**src/rtl/bloom_sched_pkg.sv**
```systemverilog
// Shared definitions for the Bloom filter bucket rotation scheduler:
// scheduler state encoding and the bit-width helpers used to size indices.
package bloom_sched_pkg;

    typedef enum logic [1:0] {
        ST_INIT  = 2'd0,
        ST_IDLE  = 2'd1,
        ST_CLEAR = 2'd2
    } state_e;

    // Ceiling log2 of a positive integer (1 -> 0, 4 -> 2, 5 -> 3).
    function automatic int clog2_int(input int value);
        int result;
        int span;
        result = 0;
        span   = 1;
        while (span < value) begin
            span   = span * 2;
            result = result + 1;
        end
        return result;
    endfunction

    // Index width for a count of items, never narrower than one bit.
    // BW for the bucket index is bucket_bits(NUM_BUCKETS).
    function automatic int bucket_bits(input int count);
        return (clog2_int(count) < 1) ? 1 : clog2_int(count);
    endfunction

endpackage

```
**src/rtl/bucket_clear_sweeper.sv**
```systemverilog
// Row address counter for the bucket clear sweep. 'start' rewinds to row 0,
// 'advance' steps one row (wrapping naturally past the last row), and 'last'
// flags that the current row is the final row of a bucket.
module bucket_clear_sweeper #(
    parameter int ADDR_WIDTH = 10
) (
    input  logic                  clk,
    input  logic                  reset,
    input  logic                  start,
    input  logic                  advance,
    output logic [ADDR_WIDTH-1:0] addr,
    output logic                  last
);

    logic [ADDR_WIDTH-1:0] addr_q;
    logic [ADDR_WIDTH-1:0] addr_d;

    // Next row: a restart takes priority over stepping.
    always_comb begin
        addr_d = addr_q;
        if (start) begin
            addr_d = '0;
        end else if (advance) begin
            addr_d = addr_q + ADDR_WIDTH'(1);
        end
    end

    // Row register, cleared by synchronous reset.
    always_ff @(posedge clk) begin
        if (reset) begin
            addr_q <= '0;
        end else begin
            addr_q <= addr_d;
        end
    end

    assign addr = addr_q;
    assign last = &addr_q;

endmodule

```
**src/rtl/bloom_bucket_sched.sv**
```systemverilog
// Rotation scheduler for the time-bucketed Bloom filter. Owns the single
// filter-memory write port: the zero sweep of the oldest bucket and datapath
// inserts share it, with a stall counter that guarantees sweep progress.
//
// Datapath handshake: dp_req is a request that is held with dp_addr/dp_data
// stable; the write is accepted in exactly the cycles where dp_grant is high
// (dp_grant is combinational from state, stall count and dp_req only), and
// the accepted write appears on mem_wr_* one cycle later.
module bloom_bucket_sched
    import bloom_sched_pkg::*;
#(
    parameter int NUM_BUCKETS = 4,
    parameter int ADDR_WIDTH  = 10,
    parameter int DATA_WIDTH  = 32,
    parameter int STALL_LIMIT = 8,
    localparam int BW = bucket_bits(NUM_BUCKETS)
) (
    input  logic                   clk,
    input  logic                   reset,
    input  logic                   enable,
    input  logic                   update,
    input  logic                   dp_req,
    input  logic [ADDR_WIDTH-1:0]  dp_addr,
    input  logic [DATA_WIDTH-1:0]  dp_data,
    output logic                   dp_grant,
    output logic                   mem_wr_en,
    output logic [BW-1:0]          mem_wr_bucket,
    output logic [ADDR_WIDTH-1:0]  mem_wr_addr,
    output logic [DATA_WIDTH-1:0]  mem_wr_data,
    output logic [BW-1:0]          cur_bucket,
    output logic [NUM_BUCKETS-1:0] valid_mask,
    output logic                   ready,
    output logic                   clearing,
    output logic                   overrun,
    output logic [1:0]             dbg_state
);

    localparam int SW = bucket_bits(STALL_LIMIT + 1);

    state_e                 state_q, state_d;
    logic [BW-1:0]          cur_q, cur_d;
    logic [BW-1:0]          sweep_bucket_q, sweep_bucket_d;
    logic [NUM_BUCKETS-1:0] valid_q, valid_d;
    logic                   ready_q, ready_d;
    logic                   pending_q, pending_d;
    logic [SW-1:0]          stall_q, stall_d;
    logic                   overrun_q, overrun_d;
    logic                   wr_en_q, wr_en_d;
    logic [BW-1:0]          wr_bucket_q, wr_bucket_d;
    logic [ADDR_WIDTH-1:0]  wr_addr_q, wr_addr_d;
    logic [DATA_WIDTH-1:0]  wr_data_q, wr_data_d;

    logic                   upd;
    logic                   sweep_grant;
    logic                   grant_dp;
    logic                   sweep_start;
    logic                   sweep_advance;
    logic                   rotate;
    logic                   consume;
    logic                   upd_direct;
    logic [ADDR_WIDTH-1:0]  sweep_addr;
    logic                   sweep_last;

    function automatic logic [BW-1:0] next_bucket(input logic [BW-1:0] b);
        return (b == BW'(NUM_BUCKETS - 1)) ? '0 : b + BW'(1);
    endfunction

    bucket_clear_sweeper #(
        .ADDR_WIDTH (ADDR_WIDTH)
    ) u_sweeper (
        .clk     (clk),
        .reset   (reset),
        .start   (sweep_start),
        .advance (sweep_advance),
        .addr    (sweep_addr),
        .last    (sweep_last)
    );

    assign upd = update & enable;

    // Next state, port arbitration, rotation and pending-update bookkeeping.
    always_comb begin
        state_d        = state_q;
        cur_d          = cur_q;
        sweep_bucket_d = sweep_bucket_q;
        valid_d        = valid_q;
        ready_d        = ready_q;
        pending_d      = pending_q;
        stall_d        = '0;
        overrun_d      = 1'b0;
        sweep_grant    = 1'b0;
        grant_dp       = 1'b0;
        sweep_start    = 1'b0;
        sweep_advance  = 1'b0;
        rotate         = 1'b0;
        consume        = 1'b0;
        upd_direct     = 1'b0;

        case (state_q)
            ST_INIT: begin
                // Bucket-major wipe of the whole memory, datapath locked out.
                sweep_grant   = 1'b1;
                sweep_advance = 1'b1;
                if (sweep_last) begin
                    if (sweep_bucket_q == BW'(NUM_BUCKETS - 1)) begin
                        state_d        = ST_IDLE;
                        valid_d        = '1;
                        ready_d        = 1'b1;
                        cur_d          = '0;
                        sweep_bucket_d = '0;
                    end else begin
                        sweep_bucket_d = next_bucket(sweep_bucket_q);
                    end
                end
            end
            ST_IDLE: begin
                grant_dp = dp_req;
                if (pending_q) begin
                    rotate  = 1'b1;
                    consume = 1'b1;
                end else if (upd) begin
                    rotate     = 1'b1;
                    upd_direct = 1'b1;
                end
            end
            ST_CLEAR: begin
                // Datapath wins until the sweep has been denied STALL_LIMIT times.
                if (dp_req && (stall_q != SW'(STALL_LIMIT))) begin
                    grant_dp = 1'b1;
                    stall_d  = stall_q + SW'(1);
                end else begin
                    sweep_grant   = 1'b1;
                    sweep_advance = 1'b1;
                end
                if (sweep_grant && sweep_last) begin
                    valid_d[sweep_bucket_q] = 1'b1;
                    if (pending_q) begin
                        rotate  = 1'b1;
                        consume = 1'b1;
                    end else begin
                        state_d = ST_IDLE;
                    end
                end
            end
            default: begin
                state_d = ST_INIT;
            end
        endcase

        // A rotation advances the insert bucket and retires the one after it.
        if (rotate) begin
            cur_d                   = next_bucket(cur_q);
            sweep_bucket_d          = next_bucket(cur_d);
            valid_d[sweep_bucket_d] = 1'b0;
            sweep_start             = 1'b1;
            state_d                 = ST_CLEAR;
        end

        // Updates that cannot rotate right now are held one deep.
        if (upd && !upd_direct) begin
            if (pending_q && !consume) begin
                overrun_d = 1'b1;
            end else begin
                pending_d = 1'b1;
            end
        end else if (consume) begin
            pending_d = 1'b0;
        end

        wr_en_d     = sweep_grant | grant_dp;
        wr_bucket_d = sweep_grant ? sweep_bucket_q : cur_q;
        wr_addr_d   = sweep_grant ? sweep_addr : dp_addr;
        wr_data_d   = sweep_grant ? '0 : dp_data;
    end

    // State and output registers, all cleared by synchronous reset.
    always_ff @(posedge clk) begin
        if (reset) begin
            state_q        <= ST_INIT;
            cur_q          <= '0;
            sweep_bucket_q <= '0;
            valid_q        <= '0;
            ready_q        <= 1'b0;
            pending_q      <= 1'b0;
            stall_q        <= '0;
            overrun_q      <= 1'b0;
            wr_en_q        <= 1'b0;
            wr_bucket_q    <= '0;
            wr_addr_q      <= '0;
            wr_data_q      <= '0;
        end else begin
            state_q        <= state_d;
            cur_q          <= cur_d;
            sweep_bucket_q <= sweep_bucket_d;
            valid_q        <= valid_d;
            ready_q        <= ready_d;
            pending_q      <= pending_d;
            stall_q        <= stall_d;
            overrun_q      <= overrun_d;
            wr_en_q        <= wr_en_d;
            wr_bucket_q    <= wr_bucket_d;
            wr_addr_q      <= wr_addr_d;
            wr_data_q      <= wr_data_d;
        end
    end

    assign dp_grant      = grant_dp;
    assign mem_wr_en     = wr_en_q;
    assign mem_wr_bucket = wr_bucket_q;
    assign mem_wr_addr   = wr_addr_q;
    assign mem_wr_data   = wr_data_q;
    assign cur_bucket    = cur_q;
    assign valid_mask    = valid_q;
    assign ready         = ready_q;
    assign clearing      = (state_q != ST_IDLE);
    assign overrun       = overrun_q;
    assign dbg_state     = state_q;

endmodule

```
**config.mk**
```make
export PLATFORM = sky130hd
export DESIGN_NAME = bloom_bucket_sched
export DESIGN_NICKNAME = d
export VERILOG_FILES = /design/src/rtl/bloom_sched_pkg.sv /design/src/rtl/bucket_clear_sweeper.sv /design/src/rtl/bloom_bucket_sched.sv
export SDC_FILE = /design/constraint.sdc
export NUM_CORES = 1
export LEC_CHECK = 0
export CAP_MARGIN = 20
export CORE_UTILIZATION = 25
export CTS_CLUSTER_DIAMETER = 40
export DETAILED_ROUTE_END_ITERATION = 16
export PLACE_DENSITY = 0.51
export RECOVER_POWER = 100
export SETUP_SLACK_MARGIN = 0.1
export SLEW_MARGIN = 5
export SYNTH_ARGS = -nofsm -noshare
export SYNTH_HDL_FRONTEND = slang
export SYNTH_SLANG_ARGS = --single-unit
```
**constraint.sdc**
```tcl
create_clock -name clk -period 3 [get_ports clk]
set_clock_uncertainty 0.05 [all_clocks]
set_input_delay 0.75 -clock clk [delete_from_list [all_inputs] [get_ports clk]]
set_output_delay 0.75 -clock clk [all_outputs]
set_load 0.005 [all_outputs]
```
==> results of run 1 <==
-- layer usage --
| metal | vias to the layer above | global-route usage [%] |
|---|---|---|
| met5 | - | 0 |
| met4 | 0 | 5.65 |
| met3 | 10 | 4.05 |
| met2 | 67 | 18.4 |
| met1 | 1012 | 14.3 |
| li1 | 1139 | - |
-- sequential cells by signal, indices dropped and copies added, names as in the netlist --
| signal | flops |
|---|---|
| ready | 1 |
| dbg_state | 2 |
| mem_wr_data | 32 |
| cur_bucket | 2 |
| stall_q | 4 |
| u_sweeper.addr | 10 |
| mem_wr_bucket | 2 |
| valid_mask | 4 |
| sweep_bucket_q | 2 |
| pending_q | 1 |
| mem_wr_addr | 10 |
| overrun | 1 |
| mem_wr_en | 1 |
-- path summary, 6_finish.rpt --
path           startpoint      endpoint  cells past startpoint
min                 ready         ready                      2
max reg2reg  dbg_state[0]  dbg_state[0]                      7
max                dp_req      dp_grant                      4
min reg2reg         ready         ready                      2
-- report_power, final --
part           internal, µW  switching [µW]
clock                   391             391
sequential              963            9.15
combinational          64.2            24.5
-- metrics by stage --
| stage | setup slack, ps | hold WS, ps | instance area (µm²) | TNS, ps |
|---|---|---|---|---|
| floorplan | 1060 | 380 | 2720 | 0 |
| global placement | -40.7 | 386 | 3890 | -40.7 |
| detailed placement | -41.8 | 394 | 3890 | -41.8 |
| CTS | 296 | 408 | 4090 | 0 |
| global route | 122 | 430 | 4060 | 0 |
| finish | 249 | 398 | 4060 | 0 |
-- timing repair --
action,CTS,global route
setup endpoints to repair,1,0
gates resized for setup,2,0
hold buffers,0,0
-- cell usage in the layout (no fill, tap or decap), drive strengths merged, types with 3 or more instances in the layout --
cell type	count
ha	14
nand4	7
a21oi	21
nand2	39
clkbuf	9
clkinv	3
nand3	7
and4	3
dfxtp	72
buf	4
clkdlybuf4s50	44
nor2	16
a221oi	4
a31oi	3
inv	15
and2	33
xor2	10
dlygate4sd3	58
-- cells in the mapped netlist --
| cell | number | area share (%) |
|---|---|---|
| nor3_1 | 2 | 0.37 |
| a311oi_1 | 1 | 0.32 |
| o2111a_2 | 1 | 0.46 |
| a221oi_1 | 4 | 1.3 |
| nand3_1 | 7 | 1.3 |
| or3_1 | 1 | 0.23 |
| xnor2_1 | 1 | 0.32 |
| o21ai_0 | 2 | 0.37 |
| a21boi_0 | 1 | 0.28 |
| buf_1 | 1 | 0.14 |
| ha_1 | 14 | 6.4 |
| nand2b_2 | 1 | 0.32 |
| a31o_2 | 1 | 0.32 |
| a211oi_4 | 1 | 0.73 |
| a31oi_1 | 2 | 0.46 |
| clkbuf_1 | 5 | 0.69 |
| nor2_4 | 1 | 0.41 |
| a31oi_4 | 1 | 0.78 |
| and4b_4 | 1 | 0.51 |
| nor2_1 | 15 | 2.1 |
| nand3b_1 | 1 | 0.28 |
| nand4_1 | 7 | 1.6 |
| nor2b_1 | 1 | 0.23 |
| and2_1 | 33 | 7.6 |
| a211oi_1 | 1 | 0.28 |
| or2_2 | 1 | 0.23 |
| buf_6 | 2 | 0.83 |
| a21oi_1 | 21 | 3.9 |
| nand2_1 | 39 | 5.4 |
| inv_1 | 13 | 1.8 |
| clkbuf_2 | 3 | 0.55 |
| o311ai_0 | 1 | 0.32 |
| buf_2 | 1 | 0.18 |
| dfxtp_1 | 72 | 53 |
| and4_1 | 3 | 0.96 |
| o211ai_1 | 1 | 0.28 |
| nor4b_1 | 1 | 0.32 |
| and3b_1 | 1 | 0.32 |
| nor3b_1 | 1 | 0.28 |
| o21ba_2 | 1 | 0.37 |
| and3_1 | 2 | 0.46 |
| xor2_1 | 10 | 3.2 |
-- final cells by class --
cell class | instances | area [µm²] | share of cell area [%]
clock inverters | 7 | 77.6 | 1.91
flip-flops and latches | 72 | 1440 | 35.5
clock buffers | 9 | 124 | 3.05
repair buffers | 107 | 1060 | 26.1
well taps | 136 | 170 | 4.19
inverters | 13 | 48.8 | 1.20
multi-input cells | 182 | 1130 | 28.0
-- critical path, stage by stage --
cell	delay, ps
dlygate4sd3_1	590
o211ai_1	130
a21boi_1	210
dlygate4sd2_1	280
-- kinds of logic after synthesis --
kind of cell	after synthesis	synth area share (%)
DFF	72	52.9
and+or+nand+nor	118	22.8
xor gates and xnor gates	11	3.54
AOI/OAI and AO/OA	39	10.1
buffers and inverters	25	4.18
adders and majority gates	14	6.43
==> flow_summary.json, run 1 <==
{
  "status": "finished, final reports clean",
  "met1_length_um": 2960,
  "syn2layout_area_growth_pct": 48.9,
  "maxSlewHeadroom_pct": 34.1,
  "synth_nets": 340,
  "leakagePower_uw": 0.00167,
  "cp_max_fo": 3,
  "power_density_nw_per_um2": 454,
  "dieArea_um2": 11300,
  "syn-cell-area_um2": 2720,
  "antenna_found_initial": 0,
  "fp.dieH_um": 106,
  "ctsLongestPathBuffers": 2,
  "ys_seq_area_share_pct": 52.9,
  "power_uw": 1840,
  "post-cts-setup-buffers": 0,
  "buffer_ports.inserted": 103,
  "grt_max_degree": 33,
  "grt_pass1_vias": 2152,
  "rows": 37,
  "finalHoldViolations": 0,
  "grt_pass1_wl_um": 10400,
  "clock_latency_ps": 340,
  "post_drt_wl_per_cell_um": 12.2,
  "numClockSinks": 72,
  "drt_iter0_drc": 47,
  "place_hpwl_um": 4620,
  "max_clock_freq_mhz": 364,
  "dp_cells": 510,
  "cts_tree": "built",
  "start_util_pct": 26.0,
  "fillers": 1084,
  "critPathKind": "input pin to output pin",
  "met2_length_um": 2860,
  "path_clk_slew_ps": 80,
  "worst_ir_drop_vdd_v": 0.000185,
  "endpoint_kind": "output pin",
  "cap_violations": 0,
  "n_antenna_cell": 0,
  "routed-via-count": 2228,
  "avgSynthCellArea_um2": 9.76,
  "cp-start-kind": "input pin",
  "drc_errors": 0,
  "grt-ovfl-total": 0,
  "io_pins": 104,
  "cts_root_buf": "clkbuf_8",
  "cp.arrival_ps": 1950,
  "antenna_left": 0,
  "rsz0062_at_grt": "no",
  "routabilityCongestion": 0.724,
  "tightestPinTransition_ps": 988,
  "finalSetupViolCount": 0,
  "cts_max_level": 3,
  "fin_crit_sh_pct": 91.7,
  "fin_util_pct": 38.8,
  "nNetsFinal": 446,
  "ys_types": 42,
  "cp_data_required_time_ps": 2200,
  "cts_buffers": 9,
  "finalNonFillerCells": 526,
  "ys_ff_latch": 72,
  "drive_gt1_share_pct": 6.41,
  "synth_warnings": 0,
  "slew_viol_final": 0,
  "core-area_um2": 10500,
  "wl_um": 6390,
  "r2r_slack_ps": 480,
  "grtUsageTotal_pct": 11.7,
  "wl_met3_um": 467,
  "finalCriticalPeriod_ps": 2750,
  "synthCells": 279,
  "hp-class": "register to register",
  "vias_per_cell": 4.24,
  "routed.top_layer": "met4",
  "drt-pass1-iter-count": 4,
  "die_w_um": 106
}
Note: power is estimated with default switching activity, not from simulation.
==> run 2: changes to the inputs <==
- CORE_UTILIZATION: 25 -> 47
- PLACE_DENSITY: 0.51 -> 0.85
==> run 2 against run 1 <==
Net effect:
- critical path depth unchanged
- die area decreased by 46%
- flip-flop and latch count unchanged
- clock power decreased by 2.8%
- first-iteration DRC count increased by 100%
- via count increased by 0.94%
- critical path type unchanged
- largest cell class unchanged
==> flow_summary.json, run 2 (synthesized netlist as in run 1, its figures left out) <==
{
  "largest_reg_flops": 32,
  "antenna_left": 0,
  "cp_max_fo": 3,
  "tightestPinTransition_ps": 855,
  "io_pins": 104,
  "grtUsageTotal_pct": 20.9,
  "cts_tree": "built",
  "drive_gt1_share_pct": 5.90,
  "status": "finished, final reports clean",
  "cp_data_required_time_ps": 2200,
  "hp-class": "register to register",
  "leakagePower_uw": 0.00167,
  "finalNonFillerCells": 462,
  "antenna_found_initial": 0,
  "cts.hold.buffers_added": 0,
  "n_antenna_cell": 0,
  "numClockSinks": 72,
  "cts_buffers": 9,
  "mostFrequentLayoutCells": "dfxtp_1, dlygate4sd3_1, clkdlybuf4s50_1, nand2_1, a21oi_1",
  "syn2layout_area_growth_pct": 46.7,
  "routabilityCongestion": 0.888,
  "dp_cells": 445,
  "wl_um": 5850,
  "max_clock_freq_mhz": 367,
  "grt_pass1_wl_um": 9690,
  "rows": 27,
  "worst_ir_drop_vdd_v": 0.000328,
  "finalCriticalPeriod_ps": 2730,
  "grt_max_degree": 33,
  "cp.arrival_ps": 1930,
  "cts_root_buf": "clkbuf_8",
  "nNetsFinal": 446,
  "clock_latency_ps": 340,
  "drt-pass1-iter-count": 4,
  "buffer_ports.inserted": 103,
  "multi_input_area_um2": 1160,
  "cts_max_level": 3,
  "path_clk_slew_ps": 70,
  "critPathKind": "input pin to output pin",
  "cp-start-kind": "input pin",
  "fin_util_pct": 72.1,
  "finalSetupViolCount": 0,
  "power_density_nw_per_um2": 456,
  "mostFrequentLayoutCell": "dfxtp_1",
  "post_drt_wl_per_cell_um": 12.7,
  "ff_latch_area_um2": 1440,
  "grt-ovfl-total": 0,
  "drc_errors": 0,
  "slew_viol_final": 0,
  "die_w_um": 78.1,
  "fp.dieH_um": 78.1,
  "fin_crit_sh_pct": 90.9,
  "endpoint_kind": "output pin",
  "hold_slack_ps": 399,
  "maxSlewHeadroom_pct": 42.9,
  "finalHoldViolations": 0,
  "drt_iter0_drc": 94,
  "place_hpwl_um": 4330,
  "ctsLongestPathBuffers": 2,
  "grt_pass1_vias": 2181,
  "vias_per_cell": 4.87,
  "core-area_um2": 5540,
  "routed-via-count": 2249,
  "dieArea_um2": 6100,
  "cap_violations": 0,
  "start_util_pct": 49.2,
  "fillers": 438,
  "rsz0062_at_grt": "no"
}
run 2: changes by cell type in the layout (fill, tap and decap cells not counted), sizes merged:
cell / previous run / this run
clkinv: 3 / 2
buf: 4 / 3
inv: 15 / 13
clkinvlp: 1 / 0
clkbuf: 9 / 14
run 2: cell type report:
cell class,count,share of cell area [%]
inverter,13,1.22
sequential,72,36.1
multi-input combinational,182,29.0
clock inverter,3,1.00
clock buffer,13,3.98
tap,72,2.25
timing repair buffer,107,26.4
run 2: metal layers:
metal | wire length (µm) | vias to the layer above | part of all wire (%) | global-route usage, %
li1 | - | 1139 | - | -
met4 | 130 | 0 | 2.2 | 11.1
met1 | 2360 | 1007 | 40 | 22.5
met2 | 2640 | 94 | 45 | 32.6
met5 | 0 | - | 0 | 0
met3 | 724 | 9 | 12 | 11.5
run 2: through the flow:
step | TNS (ps) | cell area, µm² | power (µW) | worst slack (ps)
2_1_floorplan | 0 | 2720 | 1020 | 1060
3_3_place_gp | 0 | 3800 | 1080 | 9.39
3_5_place_dp | -6.33 | 3800 | 1090 | -6.33
4_1_cts | 0 | 4010 | 1840 | 328
5_1_grt | 0 | 4000 | 1890 | 201
6_report | 0 | 4000 | 1820 | 274
run 2: final timing paths:
kind	to	slack [ps]	cells after the start	startpoint
max	dp_grant	270	4	dp_req
min	ready	400	2	ready
max reg2reg	mem_wr_data[20]	630	6	dbg_state[0]
min reg2reg	ready	400	2	ready
run 2: where the power goes:
| part | leakage (µW) | switching, µW | internal [µW] |
|---|---|---|---|
| clock network | 0.000103 | 333 | 427 |
| logic | 0.000987 | 25.1 | 63.6 |
| registers | 0.000581 | 8.81 | 964 |
run 2: timing repair:
action                                  CTS  global route
resized for setup                         2             0
endpoints found under the setup margin    1             0
buffers inserted                          1             0
run 2: worst max-delay path, cell delays in order:
cell and delay [ps]:
dlygate4sd3_1 570, o211ai_1 140, a21boi_1 200, dlygate4sd2_1 270
